--- src/rtl/game_pkg.sv ---
// Shared playfield geometry for the player, enemy and bullet blocks.
package game_pkg;

  localparam int COORD_W = 10;
  localparam int X_MIN   = 144;
  localparam int X_MAX   = 783;
  localparam int Y_MIN   = 31;
  localparam int Y_MAX   = 510;

  typedef logic [COORD_W-1:0] coord_t;

  typedef enum logic {
    SHOT_SINGLE = 1'b0,
    SHOT_DOUBLE = 1'b1
  } shot_mode_e;

  // Clamp a signed spawn x so a bullet of width bw stays on the playfield.
  function automatic coord_t clamp_x(input logic signed [COORD_W+1:0] sx, input int bw);
    int lim;
    lim = X_MAX - bw;
    if (sx < X_MIN)    return coord_t'(X_MIN);
    else if (sx > lim) return coord_t'(lim);
    else               return coord_t'(sx);
  endfunction

endpackage

--- src/rtl/bullet_slot.sv ---
// One bullet: position, in-flight flag, upward motion and scan-pixel compare.
module bullet_slot
  import game_pkg::*;
#(
  parameter int STEP = 4,
  parameter int BW   = 2,
  parameter int BH   = 6
) (
  input  logic   clk,
  input  logic   rst,
  input  logic   tick,
  input  logic   pause,
  input  logic   hit,
  input  logic   spawn,
  input  coord_t spawn_x,
  input  coord_t spawn_y,
  input  coord_t x,
  input  coord_t y,
  output logic   active,
  output logic   active_nxt,
  output logic   on
);

  coord_t bx, by, bx_nxt, by_nxt;

  // Next state: hit beats everything, then a spawn load, then motion.
  always_comb begin
    active_nxt = active;
    bx_nxt     = bx;
    by_nxt     = by;
    if (hit) begin
      active_nxt = 1'b0;
    end else if (spawn) begin
      active_nxt = 1'b1;
      bx_nxt     = spawn_x;
      by_nxt     = spawn_y;
    end else if (active && tick && !pause) begin
      if (by < coord_t'(Y_MIN + STEP)) active_nxt = 1'b0;
      else                             by_nxt     = by - coord_t'(STEP);
    end
  end

  // Slot state register with asynchronous active-low reset.
  always_ff @(posedge clk or negedge rst) begin
    if (!rst) begin
      active <= 1'b0;
      bx     <= '0;
      by     <= '0;
    end else begin
      active <= active_nxt;
      bx     <= bx_nxt;
      by     <= by_nxt;
    end
  end

  assign on = active
           && (x >= bx) && ({1'b0, x} < ({1'b0, bx} + (COORD_W+1)'(BW)))
           && (y >= by) && ({1'b0, y} < ({1'b0, by} + (COORD_W+1)'(BH)));

endmodule

--- src/rtl/bullet_pool.sv ---
// Player bullet pool: fire cooldown, lowest-free-slot allocator and slot array.
module bullet_pool
  import game_pkg::*;
#(
  parameter int NUM_B    = 5,
  parameter int STEP     = 4,
  parameter int COOLDOWN = 8,
  parameter int BW       = 2,
  parameter int BH       = 6,
  parameter int SPREAD   = 4
) (
  input  logic                       clk,
  input  logic                       rst,
  input  logic                       tick,
  input  logic                       pause,
  input  logic                       fire,
  input  logic                       mode,
  input  logic [COORD_W-1:0]         p_x,
  input  logic [COORD_W-1:0]         p_y,
  input  logic [NUM_B-1:0]           hit,
  input  logic [COORD_W-1:0]         x,
  input  logic [COORD_W-1:0]         y,
  output logic [NUM_B-1:0]           b_active,
  output logic [NUM_B-1:0]           b_on,
  output logic                       any_on,
  output logic [$clog2(NUM_B+1)-1:0] b_count
);

  localparam int CW = $clog2(NUM_B+1);

  logic [7:0]       cd;
  logic [NUM_B-1:0] free, first_oh, second_oh, spawn, active_nxt;
  logic             shot_ok, two_shot;
  logic [CW-1:0]    cnt_nxt;
  logic signed [COORD_W+1:0] px_s;
  coord_t           x_left, x_right, x_single, spawn_y;

  assign free    = ~b_active & ~hit;
  assign shot_ok = tick && !pause && fire && (cd == '0) && (|free);

  // Priority pick of the two lowest allocatable slots as one-hot masks.
  always_comb begin
    first_oh  = '0;
    second_oh = '0;
    for (int unsigned i = 0; i < NUM_B; i++) begin
      if (free[i]) begin
        if (first_oh == '0)       first_oh[i]  = 1'b1;
        else if (second_oh == '0) second_oh[i] = 1'b1;
      end
    end
  end

  // Double shot falls back to a centred single when only one slot is free.
  assign two_shot = shot_ok && (shot_mode_e'(mode) == SHOT_DOUBLE) && (|second_oh);
  assign spawn    = shot_ok ? (first_oh | (two_shot ? second_oh : '0)) : '0;

  assign px_s     = $signed({2'b00, p_x});
  assign x_left   = clamp_x(px_s - (COORD_W+2)'(SPREAD), BW);
  assign x_right  = clamp_x(px_s + (COORD_W+2)'(SPREAD), BW);
  assign x_single = clamp_x(px_s - (COORD_W+2)'(BW / 2), BW);
  assign spawn_y  = p_y - coord_t'(BH);

  // Shot cooldown: reload on an accepted shot, otherwise count down per tick.
  always_ff @(posedge clk or negedge rst) begin
    if (!rst) begin
      cd <= '0;
    end else if (tick && !pause) begin
      if (shot_ok)        cd <= 8'(COOLDOWN);
      else if (cd != '0)  cd <= cd - 8'd1;
    end
  end

  for (genvar i = 0; i < NUM_B; i++) begin : g_slot
    coord_t slot_x;
    assign slot_x = two_shot ? (second_oh[i] ? x_right : x_left) : x_single;

    bullet_slot #(
      .STEP (STEP),
      .BW   (BW),
      .BH   (BH)
    ) u_slot (
      .clk        (clk),
      .rst        (rst),
      .tick       (tick),
      .pause      (pause),
      .hit        (hit[i]),
      .spawn      (spawn[i]),
      .spawn_x    (slot_x),
      .spawn_y    (spawn_y),
      .x          (x),
      .y          (y),
      .active     (b_active[i]),
      .active_nxt (active_nxt[i]),
      .on         (b_on[i])
    );
  end

  // Population count of the next active set, registered with the slots.
  always_comb begin
    cnt_nxt = '0;
    for (int unsigned i = 0; i < NUM_B; i++) cnt_nxt += CW'(active_nxt[i]);
  end

  // Active-slot count register.
  always_ff @(posedge clk or negedge rst) begin
    if (!rst) b_count <= '0;
    else      b_count <= cnt_nxt;
  end

  assign any_on = |b_on;

endmodule
--- config.mk ---
export PLATFORM = sky130hd
export DESIGN_NAME = bullet_pool
export DESIGN_NICKNAME = d
export VERILOG_FILES = /design/src/rtl/game_pkg.sv /design/src/rtl/bullet_slot.sv /design/src/rtl/bullet_pool.sv
export SDC_FILE = /design/constraint.sdc
export NUM_CORES = 1
export LEC_CHECK = 0
export CAP_MARGIN = 10
export CORE_ASPECT_RATIO = 0.75
export CORE_UTILIZATION = 55
export DETAILED_ROUTE_END_ITERATION = 8
export PLACE_DENSITY = 0.75
export REMOVE_ABC_BUFFERS = 1
export SYNTH_ARGS = -nofsm -noshare
export SYNTH_HDL_FRONTEND = slang
export SYNTH_SLANG_ARGS = --single-unit
--- constraint.sdc ---
create_clock -name clk -period 7.6 [get_ports clk]
set_input_delay 1.14 -clock clk [delete_from_list [all_inputs] [get_ports clk]]
set_output_delay 1.14 -clock clk [all_outputs]
set_load 0.05 [all_outputs]
==> results of run 1 <==
==> metrics by stage <==
stage | total power [W] | instance area [sq um]
2_1_floorplan | 0.00137 | 12800
3_3_place_gp | 0.00162 | 13900
3_5_place_dp | 0.00166 | 13900
4_1_cts | 0.00251 | 14500
5_1_grt | 0.00268 | 14500
6_report | 0.00253 | 14500
==> cells by family (layout without fill, tap and decap cells) <==
family,after synthesis,in the layout
AO/OA/AOI/OAI,441,441
XOR/XNOR,111,111
adder cells (fa/ha/maj),231,231
buffers and inverters,186,229
flip-flops,116,116
multiplexers,17,17
AND/OR/NAND/NOR,482,482
==> worst paths after layout <==
kind,endpoint,depth (start not counted)
min in group asynchronous,g_slot[2].u_slot.by[0]$_DFFE_PN0P_,1
max reg2reg,b_count[1]$_DFF_PN0_,15
min reg2reg,cd[7]$_DFFE_PN0P_,1
max in group asynchronous,g_slot[4].u_slot.bx[4]$_DFFE_PN0P_,2
max,any_on,11
min,cd[7]$_DFFE_PN0P_,1
==> per-layer routing <==
layer	vias up	wire, microns
met1	5738	18600
met3	54	4780
met2	571	16300
met4	0	566
li1	5852	-
met5	-	0
==> placed cells by master (no fill, tap or decap), types with 5 or more instances in the layout <==
cell type | synthesis | routed
ha_1 | 229 | 229
inv_1 | 122 | 122
a21oi_1 | 122 | 122
nand2_1 | 119 | 119
dfrtp_1 | 116 | 116
nor2_1 | 108 | 108
xnor2_1 | 97 | 97
o21ai_0 | 96 | 96
nand3_1 | 75 | 75
clkdlybuf4s50_1 | 0 | 63
nor3_1 | 39 | 39
a21o_1 | 30 | 30
a211oi_1 | 27 | 27
nand2b_1 | 23 | 23
a31oi_1 | 23 | 23
o21a_1 | 20 | 20
nand4_1 | 19 | 19
clkbuf_16 | 0 | 17
nor4_1 | 16 | 15
or3_1 | 14 | 14
xor2_1 | 14 | 14
o211ai_1 | 14 | 14
mux2i_1 | 14 | 14
o2111ai_1 | 11 | 11
nor2b_1 | 10 | 10
and3_1 | 9 | 9
o21ai_1 | 9 | 9
o31ai_1 | 8 | 8
buf_4 | 12 | 8
a2111oi_0 | 7 | 7
o22ai_1 | 7 | 7
o221ai_1 | 6 | 6
or4_1 | 6 | 6
or2_2 | 5 | 5
o32ai_1 | 5 | 5
a22oi_1 | 5 | 5
o22a_1 | 5 | 5
clkinv_4 | 0 | 5
==> power breakdown <==
part	internal, W	total (W)	switching [W]
clock network	0.000528	0.000852	0.000324
logic	0.000359	0.000848	0.000489
registers	0.000700	0.000825	0.000125
total	0.00159	0.00253	0.000938
==> state kept, by name (all words and copies together), names as in the netlist <==
signal / flops
g_slot.u_slot.by: 50
g_slot.u_slot.active: 5
g_slot.u_slot.bx: 50
b_count: 3
cd: 8
==> cell type report <==
cell class                 instances  area (sq um)
clock buffer                      18           439
clock inverter                    14           178
fill                            2044          8710
inverter                         126           473
multi-input combinational       1282          9410
sequential                       116          2900
tap                              300           375
timing repair buffer              71           691
==> impl_metrics.csv, run 1 <==
group,metric,value,unit
global_route,antenna_found_initial,0,
sta,fin_crit,5.77,ns
yosys,yosysSeqAreaShare,22.2,%
worst_setup_path,slowest_stage,"clkdlybuf4s50_1",
worst_setup_path,arrival,4.63,ns
yosys,synth-compound-area-share,22.1,%
worst_hold_path,hp-class,"register to register",
clocking,clk_pin_slew_worst_paths,0.05,ns
clocking,clock-root-buffer,"clkbuf_16",
clocking,cts_tree,"done",
sta,hold_viol,0,
worst_setup_path,path_cells,"clkdlybuf4s50_1, ha_1, or3_1, a221oi_1, o21ai_0, nand3_1, a32oi_1, nor4b_1, a31oi_1, nand4b_1, clkdlybuf4s50_1",
yosys,synth_warnings,0,
floorplan,initial_utilization,56.4,%
global_route,grt_pass1_vias,11405,
sta,grt_setup_unrepaired,"no",
flow_run,maxCapViolCount,0,
route,first_iter_violations,1288,
sta,report.final.slew_viol_count,0,
yosys,synthArstFlopShare,100,%
cells_and_area,fin_util,62.4,%
sta,worstMarginPinSlew,1.23,ns
placed_design,pre_cts_slack,1.59,ns
global_route,grt_max_degree,78,
worst_setup_path,rr_startpoint,"g_slot[1].u_slot.active$_DFF_PN0_",
yosys,synthXorXnorAreaFrac,7.43,%
route,drc,0,
worst_setup_path,reg2reg_slack,2.75,ns
yosys,synth.avg_cell_area,8.26,sq um
clocking,htreeDepth,4,
yosys,yosys.area_share.adder,22.2,%
yosys,yosys.area_share.simple,18.8,%
placed_design,dp.cells,1895,
sta,whs,0.507,ns
global_route,use_met1,49.0,%
route,wire_per_inst,20.9,microns
yosys,synth_cell_types,86,
clocking,cts_resized,0,
cells_and_area,area_growth,10.6,%
yosys,synthMuxAreaShare,1.33,%
worst_setup_path,start_kind,"primary input",
clocking,cts_buffers,17,
yosys,dominantRegCellSynth,"dfrtp_1",
sta,fmax,0.173,GHz
worst_setup_path,crit_path_frequent_cell,"clkdlybuf4s50_1",
yosys,synth-edff-count,0,
sta,slew_headroom,17.7,%
route,routed_wl,40.3,mm
sta,fin_ws,1.83,ns
route,routed-via-count,12215,
floorplan,rows,48,
yosys,ys_seq_elements,116,
placed_design,globalplace.congestion,0.949,
route,ant_nets,0,
sta,skew,0.00581,ns
global_route,grt_overflow_total,0,
floorplan,core_area,23200,sq um
route,routed_via_density,6.34,
outcome,status,"finished clean",
cells_and_area,stdcell_count,1927,
placed_design,hpwl,31.4,mm
clocking,hold_buffers,0,
placed_design,port_buffers,64,
worst_setup_path,cp-end-kind,"primary output",
yosys,synth_top_family_by_area,"adder cells",
global_route,use_met2,48.2,%
worst_setup_path,worstSetupPathType,"primary input to primary output",
clocking,clockBufferDepth,2,
sta,setup_violations,0,
cells_and_area,post_route_cells_drive_above_1_share,4.73,%
yosys,synth_cells,1584,
floorplan,io_pins,65,
worst_setup_path,crit_required,6.46,ns
floorplan,die_w,180,microns
yosys,synthTopCellsByCount,"ha_1 (229), a21oi_1 (122), inv_1 (122), nand2_1 (119), dfrtp_1 (116)",
worst_setup_path,worstPathMaxFanout,10,
floorplan,die_h,136,microns
yosys,syn-cell-area,13100,sq um
global_route,gr-usage-met3,10.9,%
clocking,clock-sinks,116,
pwr,p_leak,6.17,nW
global_route,grt_pass1_wl,63.5,mm
cells_and_area,diodes,0,
worst_setup_path,max_stage_delay,0.81,ns
global_route,top_usage_layer,"met1",
worst_hold_path,min_from,"cd[7]$_DFFE_PN0P_",
worst_setup_path,worst-path-buf-inv,2,
worst_setup_path,critPathLaunch,"y[7]",
pwr,ir_drop,0.189,mV
floorplan,die_area,24400,sq um
sta,finalSetupTns,0,ns
clocking,clk_latency,0.43,ns
cells_and_area,nets,1896,
worst_setup_path,path_delay_family,"buffers and inverters",
clocking,post_cts_buffers,0,
yosys,synth_top_area_share,22.2,%
global_route,grt_usage,33.7,%
pwr,p_per_area,175,nW/um^2
yosys,yosys.area.top_type,"dfrtp_1",
route,first_pass_iters,6,
sta,timing.final.crit_share,75.9,%
yosys,synth.area.top_cells,"dfrtp_1 (22%), ha_1 (22%), xnor2_1 (6.5%)",
yosys,yosysMostFrequentCell,"ha_1",
No activity file was read; power rests on OpenSTA's default activity.
==> run 2: changes to the inputs <==
--- a/config.mk
+++ b/config.mk
@@ -9,7 +9,7 @@
 export CORE_ASPECT_RATIO = 0.75
 export CORE_UTILIZATION = 55
 export DETAILED_ROUTE_END_ITERATION = 8
-export PLACE_DENSITY = 0.75
+export PLACE_DENSITY = 0.78
 export REMOVE_ABC_BUFFERS = 1
 export SYNTH_ARGS = -nofsm -noshare
 export SYNTH_HDL_FRONTEND = slang
==> constraint.sdc (replaced) <==
create_clock -name clk -period 4.85 [get_ports clk]
set_input_delay 0.7275 -clock clk [delete_from_list [all_inputs] [get_ports clk]]
set_output_delay 0.7275 -clock clk [all_outputs]
set_load 0.05 [all_outputs]
==> impl_metrics.csv, run 2 (synthesis gave the netlist of run 1 again) <==
group,metric,value,unit
outcome,status,"finished clean",
pwr,switching_share,37.4,%
sta,worstMarginPinSlew,1.30,ns
pwr,fin_total_pwr,0.00390,W
worst_setup_path,worstSetupPathType,"register to primary output",
floorplan,die_area,24400,sq um
clocking,clockBufferDepth,2,
pwr,combPwrFrac,34.6,%
cells_and_area,nets,1918,
global_route,antenna_found_initial,0,
flow_run,maxCapViolCount,0,
clocking,cts_buffers,17,
pwr,pwr-share-clk,32.3,%
sta,setup_violations,0,
floorplan,rows,48,
worst_setup_path,start_kind,"register",
route,routed_wl,40.7,mm
sta,hold_viol,0,
route,first_iter_violations,1520,
pwr,ir_drop,0.213,mV
pwr,internal_power,0.00244,W
worst_setup_path,rr_startpoint,"g_slot[0].u_slot.active$_DFF_PN0_",
floorplan,initial_utilization,56.4,%
cells_and_area,area_growth,11.9,%
clocking,post_cts_buffers,0,
placed_design,hpwl,31.8,mm
sta,skew,0.00829,ns
cells_and_area,multi_input_area,9410,sq um
sta,fmax,0.215,GHz
sta,grt_setup_unrepaired,"no",
clocking,hold_buffers,0,
route,ant_nets,0,
worst_setup_path,reg2reg_slack,1.23,ns
floorplan,die_w,180,microns
placed_design,dp.cells,1917,
clocking,htreeDepth,4,
worst_setup_path,cp-end-kind,"primary output",
placed_design,pre_cts_slack,0.416,ns
worst_setup_path,worstPathMaxFanout,5,
worst_hold_path,hp-class,"primary input to async pin",
worst_setup_path,arrival,3.93,ns
cells_and_area,final_common_cell,"ha_1",
clocking,clk_pin_slew_worst_paths,0.06,ns
sta,report.final.slew_viol_count,0,
sta,fin_ws,0.194,ns
floorplan,die_h,136,microns
cells_and_area,seq_area,2900,sq um
global_route,grt_max_degree,53,
cells_and_area,final_cell_mix,"ha_1 (229), inv_1 (122), a21oi_1 (122)",
clocking,cts_resized,0,
sta,fin_crit,4.66,ns
worst_setup_path,crit_required,4.12,ns
route,drc,0,
floorplan,io_pins,65,
floorplan,core_area,23200,sq um
placed_design,port_buffers,64,
worst_setup_path,critPathLaunch,"g_slot[1].u_slot.by[2]$_DFFE_PN0P_",
route,routed_via_density,6.44,
cells_and_area,fillers,2015,
pwr,p_per_area,266,nW/um^2
pwr,switchingPower,0.00146,W
worst_setup_path,reg2reg_depth,14,
route,wire_per_inst,20.9,microns
sta,timing.final.crit_share,96.0,%
cells_and_area,stdcell_count,1949,
global_route,grt_overflow_total,0,
sta,slew_headroom,12.7,%
clocking,clk_latency,0.43,ns
cells_and_area,diodes,0,
global_route,grt_pass1_vias,11351,
route,first_pass_iters,7,
clocking,cts_tree,"done",
worst_setup_path,r2r-end,"b_count[1]$_DFF_PN0_",
cells_and_area,largestRegisters,"g_slot.u_slot.bx: 50 flops, g_slot.u_slot.by: 50 flops, cd: 8 flops",
global_route,grt_pass1_wl,62.9,mm
worst_setup_path,crit_path_end,"any_on",
cells_and_area,post_route_cells_drive_above_1_share,6.25,%
pwr,p_leak,6.28,nW
route,routed-via-count,12554,
pwr,seq_power_share,33.1,%
clocking,clock-sinks,116,
global_route,grt_usage,33.5,%
clocking,clock-root-buffer,"clkbuf_16",
placed_design,globalplace.congestion,0.948,
-- run 2: cell count changes in the layout (fill, tap and decap cells not counted), sizes merged --
| cell | change |
|---|---|
| clkbuf | +2 |
| buf | +28 |
| bufinv | -1 |
| clkdlybuf4s50 | -6 |
| inv | -1 |
| clkinv | -4 |
| clkinvlp | +4 |
-- run 2: worst min-delay path by stage --
stage                                  from                            endpoint
final                                   rst  g_slot[2].u_slot.by[6]$_DFFE_PN0P_
after global routing                    rst  g_slot[2].u_slot.by[6]$_DFFE_PN0P_
after CTS                               rst  g_slot[2].u_slot.by[6]$_DFFE_PN0P_
after detailed placement  cd[7]$_DFFE_PN0P_                   cd[7]$_DFFE_PN0P_
after global placement    cd[7]$_DFFE_PN0P_                   cd[7]$_DFFE_PN0P_
after floorplan                         rst                b_count[0]$_DFF_PN0_
-- run 2: stage by stage --
| stage | instance area [sq um] | hold slack [ns] | util [%] | setup TNS [ns] |
|---|---|---|---|---|
| 2_1_floorplan | 12800 | 0.432 | - | -20.26 |
| 3_3_place_gp | 14100 | 0.484 | 60.7 | 0 |
| 3_5_place_dp | 14100 | 0.485 | 60.7 | 0 |
| 4_1_cts | 14600 | 0.376 | 63.2 | 0 |
| 5_1_grt | 14600 | 0.401 | 63.2 | 0 |
| 6_report | 14600 | 0.356 | 63.2 | 0 |
-- run 2: per-layer routing --
metal	vias up	track usage [%]	wire [microns]
met3	68	9.84	5140
met4	0	8.88	806
met1	5955	48.6	18300
met5	-	0	0
met2	649	47.9	16400
li1	5882	-	-
-- run 2: critical path, stage by stage (launching register included) --
cell and delay [ns]:
dfrtp_1 0.44, inv_1 0.14, ha_1 0.23, or3_1 0.35
nor2_1 0.14, nand2_1 0.09, xnor2_1 0.13, ha_1 0.20
or3_1 0.31, a221oi_1 0.20, o21ai_0 0.14, nand3_1 0.10
a32oi_1 0.09, nor4b_1 0.41, a31oi_1 0.16, nand4b_1 0.22
buf_12 0.16
-- run 2: power groups by stage --
stage	registers, W	logic [W]	clock network [W]
2_1_floorplan	0.00124	0.000914	0
3_3_place_gp	0.00129	0.00126	0
3_5_place_dp	0.00130	0.00132	0
4_1_cts	0.00128	0.00133	0.00126
5_1_grt	0.00131	0.00153	0.00130
6_report	0.00129	0.00135	0.00126
-- run 2: layout make-up --
class | instances | share of cell area [%]
multi-input combinational | 1282 | 64.3
sequential | 116 | 19.8
timing repair buffer | 93 | 6.17
inverter | 126 | 3.23
clock buffer | 20 | 3.05
tap | 300 | 2.56
clock inverter | 12 | 0.889
==> run 3: changes to the inputs <==
--- a/config.mk
+++ b/config.mk
@@ -5,7 +5,7 @@
 export SDC_FILE = /design/constraint.sdc
 export NUM_CORES = 1
 export LEC_CHECK = 0
-export CAP_MARGIN = 10
+export CAP_MARGIN = 0
 export CORE_ASPECT_RATIO = 0.75
 export CORE_UTILIZATION = 55
 export DETAILED_ROUTE_END_ITERATION = 8
==> results of run 3 <==
Same layout as run 2: the final DEF is identical, and so are final timing and power.
==> variant (settings of run 2) <==
Reset style: synchronous (`rst`), changed in 3 clocked blocks. Comments in the files are not updated.
--- a/src/rtl/bullet_slot.sv
+++ b/src/rtl/bullet_slot.sv
@@ -41,7 +41,7 @@
   end
 
   // Slot state register with asynchronous active-low reset.
-  always_ff @(posedge clk or negedge rst) begin
+  always_ff @(posedge clk) begin
     if (!rst) begin
       active <= 1'b0;
       bx     <= '0;
--- a/src/rtl/bullet_pool.sv
+++ b/src/rtl/bullet_pool.sv
@@ -61,7 +61,7 @@
   assign spawn_y  = p_y - coord_t'(BH);
 
   // Shot cooldown: reload on an accepted shot, otherwise count down per tick.
-  always_ff @(posedge clk or negedge rst) begin
+  always_ff @(posedge clk) begin
     if (!rst) begin
       cd <= '0;
     end else if (tick && !pause) begin
@@ -102,7 +102,7 @@
   end
 
   // Active-slot count register.
-  always_ff @(posedge clk or negedge rst) begin
+  always_ff @(posedge clk) begin
     if (!rst) b_count <= '0;
     else      b_count <= cnt_nxt;
   end
Formal check against the unedited RTL: not equivalent (a bounded check fails within 4 cycles, from zero or initial values and one cycle with rst low; the reset may be asserted at any time).
==> variant against run 2 <==
- sequential cell count unchanged
- sequential power down 13%
- cell area down 2.3%
- final cell count up 1.6%
- clock power up 6%
- routed wire length up 0.37%
- non-clock buffer count up 29
- worst setup slack worse by 100 ps
- critical path depth down 5
- global-route usage up 1.5 points
- synthesized area down 4.3%
- total power down 6.5%
- core utilization up 1.4 points
- count of clock-buffer cells in the layout down 1
- largest cell class unchanged
==> variant: results (changes against run 2) <==
Sorting the synthesized cells by how often they occur yields 227 x sky130_fd_sc_hd__ha_1, 122 x sky130_fd_sc_hd__nand2_1, 117 x sky130_fd_sc_hd__inv_1. The leakage dissipation was 5.47 nW (-13%). The arithmetic-cell share of the synthesized area counting full adders, half adders and majority gates was 23.1% (+0.89 points). The slowest stage of the critical path belongs to the cell sky130_fd_sc_hd__or4b_2. The horizontal die dimension is 176 µm (-2.2%), and the reg-to-reg setup timing slack is 990 ps (-240 ps). The run gives 1,296 (+1.1%) as the number of multi-input combinational cells. The count of inverters not on the clock network in the layout came out at 121 (-4.0%). Most used flip-flop cell after synthesis: sky130_fd_sc_hd__dfxtp_1. The area of the multi-input gates is 9440 µm² (+0.33%). Beginning of the critical path: y[4].

The final critical path time including I/O delays and setup was 4760 ps (+103 ps); the placed cell area was 13,700 µm² (-2.7%). Launch instance of the worst register-to-register path: g_slot[0].u_slot.active. The worst hold path class was reg -> reg. The flow ran to the end, and the final reports show no timing, DRC or antenna violations. The global-route wire length before repair came out at 63,600 µm (+1.1%). The met2 wirelength from detailed routing is 16,800 µm (+2.3%).

The maximum net fanout on the critical path is 2 (-3), and the post-synthesis compound-gate area fraction is 23.7% (+1.6 points). The logs give 1,949 (+1.7%) for the total instance count after detailed placement and 10.9 ps (+2.56 ps) for the largest clock skew in the final design. The run gives 29.5% (+17 points) as the relative max-transition margin. The tools report the worst hold slack across all endpoints as 499 ps (+143 ps). The delay of the slowest cell on the worst path works out to 710 ps (+270 ps).

The mean routed wirelength per cell is 20.6 µm (-1.3%), and the non-clock buffer count in the final layout is 122 (+31%).
variant: changes by cell type after synthesis, moves of 13 or more:
cell	before	now
sky130_fd_sc_hd__dfrtp_1	116	0
sky130_fd_sc_hd__clkbuf_1	28	57
sky130_fd_sc_hd__buf_2	14	1
sky130_fd_sc_hd__o21ai_0	96	116
sky130_fd_sc_hd__a21oi_1	122	91
sky130_fd_sc_hd__dfxtp_1	0	116
sky130_fd_sc_hd__a31oi_1	23	52
variant: power groups by stage:
stage	registers, mW	logic, mW	clock network [mW]
finish	1.12	1.19	1.34
global placement	1.13	1.11	0
global route	1.12	1.31	1.38
floorplan	1.12	0.734	0
detailed placement	1.13	1.15	0
CTS	1.11	1.16	1.34
variant: timing repair:
action                                  in CTS  in global routing
resized for setup                            0                  4
endpoints found under the setup margin       0                  1
hold endpoints to repair                     0                  0
variant: routing by layer:
metal  track usage [%]  vias to the layer above
met1              51.5                     6037
met3              6.29                      110
met5                 0                        -
met4              11.0                        0
li1                  -                     6029
met2              50.8                      715
